$ cat config.mk
export PLATFORM = sky130hd
export DESIGN_NAME = pingpong_read_scheduler
export DESIGN_NICKNAME = d
export VERILOG_FILES = /design/src/rtl/fpga_template_pkg.sv /design/src/rtl/rr_arbiter2.sv /design/src/rtl/pingpong_read_scheduler.sv
export SDC_FILE = /design/constraint.sdc
export NUM_CORES = 1
export LEC_CHECK = 0
export CAP_MARGIN = 20
export CORE_MARGIN = 2
export CORE_UTILIZATION = 55
export DETAILED_ROUTE_END_ITERATION = 16
export DONT_BUFFER_PORTS = 1
export GPL_TIMING_DRIVEN = 0
export PLACE_DENSITY = 0.71
export SLEW_MARGIN = 20
export SYNTH_ARGS = -nofsm -noshare
export SYNTH_HDL_FRONTEND = slang
export SYNTH_SLANG_ARGS = --single-unit
$ cat constraint.sdc
create_clock -name clk_i -period 2.72 [get_ports clk_i]
set_clock_uncertainty 0.2 [all_clocks]
set_input_delay 0.816 -clock clk_i [delete_from_list [all_inputs] [get_ports clk_i]]
set_output_delay 0.816 -clock clk_i [all_outputs]
set_load 0.02 [all_outputs]
$ cat src/rtl/fpga_template_pkg.sv
// fpga_template_pkg
//   Shared types and constants for the frame-buffer read path.
//   - sched_state_t : read scheduler FSM states
//   - NUM_SCHED_REQ : number of consumers the read scheduler arbitrates between
package fpga_template_pkg;

  localparam int NUM_SCHED_REQ = 2;

  typedef enum logic [1:0] {
    IDLE   = 2'd0,
    ARB    = 2'd1,
    STREAM = 2'd2,
    DONE   = 2'd3
  } sched_state_t;

endpackage

$ cat src/rtl/rr_arbiter2.sv
// rr_arbiter2
//   Two-way round-robin arbiter with an internal priority pointer.
//   Ports:
//     clk_i, rst_ni : clock, asynchronous active-low reset
//     req_i         : request vector (level)
//     advance_i     : pulse, move priority past owner_i
//     owner_i       : one-hot requester whose service just completed
//     grant_o       : combinational one-hot grant, 00 when no request
module rr_arbiter2
  import fpga_template_pkg::*;
(
  input  logic                     clk_i,
  input  logic                     rst_ni,
  input  logic [NUM_SCHED_REQ-1:0] req_i,
  input  logic                     advance_i,
  input  logic [NUM_SCHED_REQ-1:0] owner_i,
  output logic [NUM_SCHED_REQ-1:0] grant_o
);

  // 0: requester 0 wins a tie, 1: requester 1 wins a tie
  logic prio_q;

  always_ff @(posedge clk_i or negedge rst_ni) begin
    if (!rst_ni) begin
      prio_q <= 1'b0;
    end else if (advance_i) begin
      // Favour whichever requester was not just served
      prio_q <= (owner_i == 2'b01);
    end
  end

  always_comb begin
    grant_o = req_i;
    if (req_i == 2'b11) begin
      grant_o = prio_q ? 2'b10 : 2'b01;
    end
  end

endmodule

$ cat src/rtl/pingpong_read_scheduler.sv
// pingpong_read_scheduler
//   Read-side controller for the ping-pong frame buffer. On each frame-ready
//   pulse it grants the whole DEPTH-word frame to one of two consumers
//   (round-robin), passes the buffer valid/ready handshake through to the
//   granted consumer, counts words and flags frame completion / drops.
//   Ports:
//     clk_i, rst_ni          : clock, asynchronous active-low reset
//     buf_frame_ready_i      : 1-cycle pulse, new frame available in buffer
//     buf_data_i/valid_i     : buffer read data / read_valid
//     buf_ready_o            : buffer read_ready
//     req_i, ready_i         : per-consumer frame request / ready
//     grant_o, valid_o       : one-hot grant / per-consumer valid
//     data_o, last_o         : shared data, last-word marker
//     frame_done_o/drop_o    : completion / overwrite pulses
//     frame_count_o          : completed frames (wraps)
//     word_count_o           : words accepted in current frame
module pingpong_read_scheduler
  import fpga_template_pkg::*;
#(
  parameter int WIDTH       = 36,
  parameter int DEPTH       = 16,
  parameter int ADDR_WIDTH  = $clog2(DEPTH),
  parameter int FRAME_CNT_W = 16
) (
  input  logic                     clk_i,
  input  logic                     rst_ni,
  input  logic                     buf_frame_ready_i,
  input  logic signed [WIDTH-1:0]  buf_data_i,
  input  logic                     buf_valid_i,
  output logic                     buf_ready_o,
  input  logic [NUM_SCHED_REQ-1:0] req_i,
  output logic [NUM_SCHED_REQ-1:0] grant_o,
  output logic signed [WIDTH-1:0]  data_o,
  output logic [NUM_SCHED_REQ-1:0] valid_o,
  input  logic [NUM_SCHED_REQ-1:0] ready_i,
  output logic                     last_o,
  output logic                     frame_done_o,
  output logic                     frame_drop_o,
  output logic [FRAME_CNT_W-1:0]   frame_count_o,
  output logic [ADDR_WIDTH:0]      word_count_o
);

  localparam int CNT_W = ADDR_WIDTH + 1;
  localparam logic [CNT_W-1:0] LAST_WORD = CNT_W'(DEPTH - 1);
  localparam logic [CNT_W-1:0] FULL_CNT  = CNT_W'(DEPTH);

  // Word counting relies on DEPTH filling the address space exactly
  generate
    if (DEPTH < 2 || (DEPTH & (DEPTH - 1)) != 0) begin : g_bad_depth
      $error("pingpong_read_scheduler: DEPTH must be a power of two >= 2");
    end
  endgenerate

  sched_state_t             state_q;
  logic [NUM_SCHED_REQ-1:0] grant_q;
  logic [CNT_W-1:0]         word_cnt_q;
  logic [FRAME_CNT_W-1:0]   frame_cnt_q;
  logic                     done_q;
  logic                     drop_q;

  logic [NUM_SCHED_REQ-1:0] arb_grant;
  logic                     streaming;
  logic                     ready_sel;
  logic                     accept;
  logic                     rr_advance;

  assign streaming = (state_q == STREAM);
  assign ready_sel = |(grant_q & ready_i);
  assign accept    = streaming && buf_valid_i && ready_sel;
  // A frame-ready pulse aborts the frame even if the final word is accepted
  // in the same cycle, so the pointer only moves on a clean completion.
  assign rr_advance = accept && !buf_frame_ready_i && (word_cnt_q == LAST_WORD);

  rr_arbiter2 u_arb (
    .clk_i    (clk_i),
    .rst_ni   (rst_ni),
    .req_i    (req_i),
    .advance_i(rr_advance),
    .owner_i  (grant_q),
    .grant_o  (arb_grant)
  );

  // Zero-latency pass-through to the granted consumer only
  generate
    for (genvar gi = 0; gi < NUM_SCHED_REQ; gi++) begin : g_valid
      assign valid_o[gi] = streaming && grant_q[gi] && buf_valid_i;
    end
  endgenerate

  assign buf_ready_o   = streaming && ready_sel;
  assign data_o        = buf_data_i;
  assign last_o        = (|valid_o) && (word_cnt_q == LAST_WORD);
  assign grant_o       = grant_q;
  assign frame_done_o  = done_q;
  assign frame_drop_o  = drop_q;
  assign frame_count_o = frame_cnt_q;
  assign word_count_o  = word_cnt_q;

  always_ff @(posedge clk_i or negedge rst_ni) begin
    if (!rst_ni) begin
      state_q     <= IDLE;
      grant_q     <= '0;
      word_cnt_q  <= '0;
      frame_cnt_q <= '0;
      done_q      <= 1'b0;
      drop_q      <= 1'b0;
    end else begin
      done_q <= 1'b0;
      drop_q <= 1'b0;
      case (state_q)
        IDLE: begin
          if (buf_frame_ready_i) state_q <= ARB;
        end
        ARB: begin
          if (buf_frame_ready_i) begin
            // Pending frame overwritten; arbitrate again for the new one
            drop_q <= 1'b1;
          end else if (|req_i) begin
            grant_q <= arb_grant;
            state_q <= STREAM;
          end
        end
        STREAM: begin
          if (buf_frame_ready_i) begin
            drop_q     <= 1'b1;
            grant_q    <= '0;
            word_cnt_q <= '0;
            state_q    <= ARB;
          end else if (accept) begin
            if (word_cnt_q == LAST_WORD) begin
              word_cnt_q  <= FULL_CNT;
              grant_q     <= '0;
              done_q      <= 1'b1;
              frame_cnt_q <= frame_cnt_q + 1'b1;
              state_q     <= DONE;
            end else begin
              word_cnt_q <= word_cnt_q + 1'b1;
            end
          end
        end
        DONE: begin
          word_cnt_q <= '0;
          state_q    <= buf_frame_ready_i ? ARB : IDLE;
        end
        default: state_q <= IDLE;
      endcase
    end
  end

endmodule
==> flow_metrics.py, run 1 <==
metrics = {
    "worst_setup_path": {
        "crit_required_ps": 1700,
        "critPathLaunchType": "flop",
        "r2r_slack_ps": 140,
        "crit_arrival_ps": 1610,
        "end_kind": "output pin",
        "path_class": "reg -> out",
        "worstPathMaxFanout": 10,
    },
    "yosys": {
        "synth-seq-cells": 28,
        "synth_area_leaders": "dfrtp_1, buf_4, ha_1",
        "synth_cell_types": 40,
        "syn-instance-count": 180,
        "avgSynthCellArea_um2": 9.94,
        "async_flop_share": 1.00,
        "seq_area_frac_synth": 0.392,
        "syn-cell-area_um2": 1790,
        "syn_nets": 233,
        "synth_commonest_cells": "buf_4, dfrtp_1, nand2_1, ha_1, xor2_1",
        "synth-edff-count": 0,
        "ys.flop_type": "dfrtp_1",
        "synth_most_common_cell": "buf_4",
        "synth_top_area_cell": "dfrtp_1",
        "synth_top_area_share": 0.392,
        "yosys_warnings": 0,
    },
    "clocking": {
        "cts.reportedPaths.clkPinSlew_ps": 140,
        "tritoncts": "yes",
        "cts-buffers-inserted": 3,
        "clk_path_buf_depth": 2,
        "clock_latency_ps": 320,
        "cts_sinks": 28,
        "cts_root_buf": "clkbuf_4",
        "htreeDepth": 1,
    },
    "drt": {
        "ant_nets": 0,
        "wl_per_cell_um": 16.2,
        "drtIter0Drc": 53,
        "firstDrtPassIters": 6,
        "drc": 0,
        "routed_wl_um": 3720,
        "route.vias.total": 1300,
        "via_per_inst": 5.65,
    },
    "place": {
        "place_congestion": 0.780,
        "hpwl_um": 2890,
        "pre_cts_slack_ps": -65.7,
        "io_buffers": 0,
    },
    "grt": {
        "grt_overflow": 0,
        "track_usage": 0.199,
        "grt_start_max_net_pins": 29,
        "grt_pass1_wl_um": 5640,
        "first_global_vias": 1238,
        "antenna_found_initial": 0,
    },
    "flow_run": {
        "maxCapViolCount": 0,
    },
    "finish": {
        "syn_to_final_growth_pct": 11.0,
        "drive_above_1_share": 0.339,
        "num_antenna_cells": 0,
        "fin_nets": 240,
        "fill_cells": 274,
    },
    "die": {
        "die_h_um": 61.0,
        "rows": 20,
        "io_pins": 109,
        "start_util": 0.581,
        "core_area_um2": 3080,
        "die_area_um2": 3730,
        "die_w_um": 61.0,
    },
    "timing": {
        "fmax_mhz": 381,
        "setup_viol_count_final": 0,
        "hold_viol": 0,
        "tightestPinTransition_ps": 547,
        "period_minus_slack_ps": 2620,
        "post-route-period-util": 0.964,
        "max_slew_margin": 0.634,
        "fin_ws_ps": 98.3,
        "drv_slew": 0,
        "worst_hold_slack_ps": 91.8,
    },
    "run_status": {
        "outcome": "completed",
    },
    "min_path": {
        "hp-class": "in -> async",
    },
    "power": {
        "power_density_nw_per_um2": 606,
        "p_leak_nw": 0.971,
        "ir_worst_vdd_v": 0.000377,
    },
}
## final timing paths
kind | to | cells past startpoint | start
worst max register to register | frame_count_o[15] | 8 | word_count_o[0]
min in group clk_i | u_arb.prio_q | 1 | u_arb.prio_q
worst min register to register | u_arb.prio_q | 1 | u_arb.prio_q
max in group asynchronous | word_count_o[0] | 1 | rst_ni
worst min-delay path | word_count_o[4] | 1 | rst_ni
worst max-delay path | last_o | 5 | state_q[0]
## critical path, cell delays in order, from the launching register on
cell and delay, ps:
dfrtp_1 420, inv_2 90, ha_2 210, buf_4 160, and3_4 240, o21a_4 170
## sequential cells by signal (all words and copies together) (netlist names)
| name | cells |
|---|---|
| frame_count_o | 16 |
| grant_o | 2 |
| frame_done_o | 1 |
| u_arb.prio_q | 1 |
| state_q | 2 |
| frame_drop_o | 1 |
| word_count_o | 5 |
## power by group
part	switching, mW	total, mW	internal (mW)
Combinational	0.252	0.449	0.197
Clock	0.113	0.194	0.0819
Sequential	0.0956	0.560	0.465
## metal layers
layer  vias up  part of all wire  wire length [um]  GRT usage
met3         2             0.067               251     0.0441
li1        611                 -                 -          -
met4         0            0.0035                13     0.0155
met2        72              0.54              2030      0.369
met1       615              0.38              1430      0.247
met5         -                 0                 0          0
## what timing repair did
item	in CTS	in global routing
endpoints found under the setup margin	6	4
resized for setup	9	12
pin swaps	0	1
hold endpoints to repair	28	0
hold buffers	1	0
setup buffers	1	0
## placed cells by master (no fill, tap or decap), drive strengths merged, types with 4 or more instances in the layout
cell and count:
and3 5, buf 40, clkbuf 5, dfrtp 28, ha 9, nand2 16, nand3 4, nand4 6
nor2 7, nor4 4, o21ai 5, xnor2 6, xor2 9
## area by class of cell
class	count	area, um^2	area share
Buffer	39	293	0.147
Clock buffer	4	36.3	0.0183
Sequential cell	28	703	0.354
Inverter	3	11.3	0.00567
Multi-Input combinational cell	110	861	0.433
Tap cell	44	55.1	0.0277
Timing Repair Buffer	2	27.5	0.0139
## cell families after synthesis
| group | count (synthesis) | synth area share |
|---|---|---|
| AOI/OAI and AO/OA | 23 | 0.0930 |
| xor gates and xnor gates | 15 | 0.0734 |
| buffers and inverters | 42 | 0.168 |
| and+or+nand+nor | 61 | 0.199 |
| muxes | 2 | 0.0126 |
| adders and majority gates | 9 | 0.0629 |
| DFF | 28 | 0.392 |
## per-stage QoR
step	utilization	TNS [ps]	total power, mW	std cells	cell area [um^2]
2_1_floorplan	-	0	0.888	180	1790
3_3_place_gp	0.599	-34.9	0.946	224	1840
3_5_place_dp	0.599	-85.8	0.967	224	1840
4_1_cts	0.626	0	1.20	230	1930
5_1_grt	0.646	-4.41	1.30	230	1990
6_report	0.646	0	1.20	230	1990
No activity file was read; power rests on OpenSTA's default activity.
==> inputs of run 2 (changes only) <==
PLACE_DENSITY = default   (was 0.71)
PLACE_DENSITY_LB_ADDON = 0.3   (was default)
==> flow_metrics.py, run 2 (synthesized netlist as in run 1, its figures left out) <==
metrics = {
    "run_status": {
        "outcome": "completed",
    },
    "drt": {
        "drc": 0,
        "firstDrtPassIters": 4,
        "route.vias.total": 1312,
        "via_per_inst": 5.70,
        "routed_wl_um": 3550,
        "wl_per_cell_um": 15.4,
        "ant_nets": 0,
        "drtIter0Drc": 53,
    },
    "die": {
        "rows": 20,
        "die_area_um2": 3730,
        "io_pins": 109,
        "die_h_um": 61.0,
        "die_w_um": 61.0,
        "core_area_um2": 3080,
        "start_util": 0.581,
    },
    "grt": {
        "track_usage": 0.197,
        "antenna_found_initial": 0,
        "first_global_vias": 1258,
        "grt_pass1_wl_um": 5530,
        "grt_overflow": 0,
        "grt_start_max_net_pins": 29,
    },
    "finish": {
        "num_antenna_cells": 0,
        "layout_commonest_cell": "buf_4",
        "syn_to_final_growth_pct": 12.0,
        "fin_nets": 240,
        "layout_common_cells": "buf_4, dfrtp_1, nand2_1, xor2_1, nor2_1",
        "drive_above_1_share": 0.339,
        "largest_reg_flops": 16,
    },
    "min_path": {
        "hp-class": "in -> async",
    },
    "timing": {
        "tightestPinTransition_ps": 531,
        "post-route-period-util": 0.970,
        "fin_ws_ps": 80.7,
        "setup_viol_count_final": 0,
        "drv_slew": 0,
        "hold_viol": 0,
        "max_slew_margin": 0.644,
        "fmax_mhz": 379,
        "tns_ps": 0,
        "period_minus_slack_ps": 2640,
        "rsz0062_at_grt": "no",
    },
    "clocking": {
        "cts-buffers-inserted": 3,
        "tritoncts": "yes",
        "htreeDepth": 1,
        "clock_latency_ps": 350,
        "clk_path_buf_depth": 2,
        "cts_root_buf": "clkbuf_4",
        "cts_sinks": 28,
        "cts.reportedPaths.clkPinSlew_ps": 150,
    },
    "power": {
        "ir_worst_vdd_v": 0.000328,
        "total_power_mw": 1.29,
        "p_leak_nw": 0.980,
        "power_density_nw_per_um2": 645,
    },
    "place": {
        "place_congestion": 0.784,
        "io_buffers": 0,
        "hpwl_um": 2760,
        "pre_cts_slack_ps": -68.3,
    },
    "worst_setup_path": {
        "end_kind": "output pin",
        "worstPathMaxFanout": 4,
        "critPathLaunchType": "flop",
        "crit_required_ps": 1700,
        "path_class": "reg -> out",
        "crit_arrival_ps": 1620,
    },
    "flow_run": {
        "maxCapViolCount": 0,
    },
}
run 2: timing repair:
| item | in CTS | in global routing |
|---|---|---|
| hold endpoints to repair | 28 | 0 |
| buffers inserted | 1 | 0 |
| pin swaps | 0 | 1 |
| resized for setup | 13 | 8 |
| hold buffers | 1 | 0 |
| setup endpoints to repair | 8 | 6 |
run 2: metrics by stage:
| stage | hold slack (ps) | utilization | area, um^2 | std cells |
|---|---|---|---|---|
| 6_report | 56.8 | 0.651 | 2000 | 230 |
| 5_1_grt | 41.1 | 0.651 | 2000 | 230 |
| 4_1_cts | 66.3 | 0.635 | 1950 | 230 |
| 3_5_place_dp | 312 | 0.599 | 1840 | 224 |
| 3_3_place_gp | 307 | 0.599 | 1840 | 224 |
| 2_1_floorplan | 293 | - | 1790 | 180 |
run 2: layer usage:
| metal | vias up | GRT usage | wire [um] | part of all wire |
|---|---|---|---|---|
| met2 | 87 | 0.348 | 1840 | 0.52 |
| met5 | - | 0 | 0 | 0 |
| met3 | 7 | 0.0546 | 320 | 0.090 |
| li1 | 603 | - | - | - |
| met1 | 615 | 0.228 | 1330 | 0.37 |
| met4 | 0 | 0.0714 | 62 | 0.017 |
run 2: area by class of cell:
| class | count | area, um^2 |
|---|---|---|
| plain buffers | 39 | 297 |
| clock buffers | 3 | 22.5 |
| clock inverters | 1 | 30.0 |
| fillers | 247 | 1070 |
| inverters | 3 | 11.3 |
| multi-input cells | 110 | 857 |
| flip-flops and latches | 28 | 703 |
| well taps | 44 | 55.1 |
| repair buffers | 2 | 27.5 |
run 2: critical path: stages, from the launching register on:
cell,delay [ps]
dfrtp_2,510
ha_4,190
and3_2,250
ha_4,190
o21a_4,140
run 2: where the power goes:
part           internal [mW]  total [mW]  switching (mW)
registers              0.465       0.560          0.0949
logic                  0.201       0.453           0.252
clock network          0.149       0.278           0.129
run 2: path summary, 6_finish.rpt:
path / from / endpoint / slack, ps / depth (start not counted)
setup / recovery: word_count_o[1] / last_o / 80 / 4
hold / removal: rst_ni / word_count_o[1] / 60 / 1
setup reg to reg: word_count_o[0] / frame_count_o[15] / 120 / 8
hold reg to reg: u_arb.prio_q / u_arb.prio_q / 340 / 1
max in group asynchronous: rst_ni / word_count_o[0] / 2100 / 1
min in group clk_i: u_arb.prio_q / u_arb.prio_q / 340 / 1
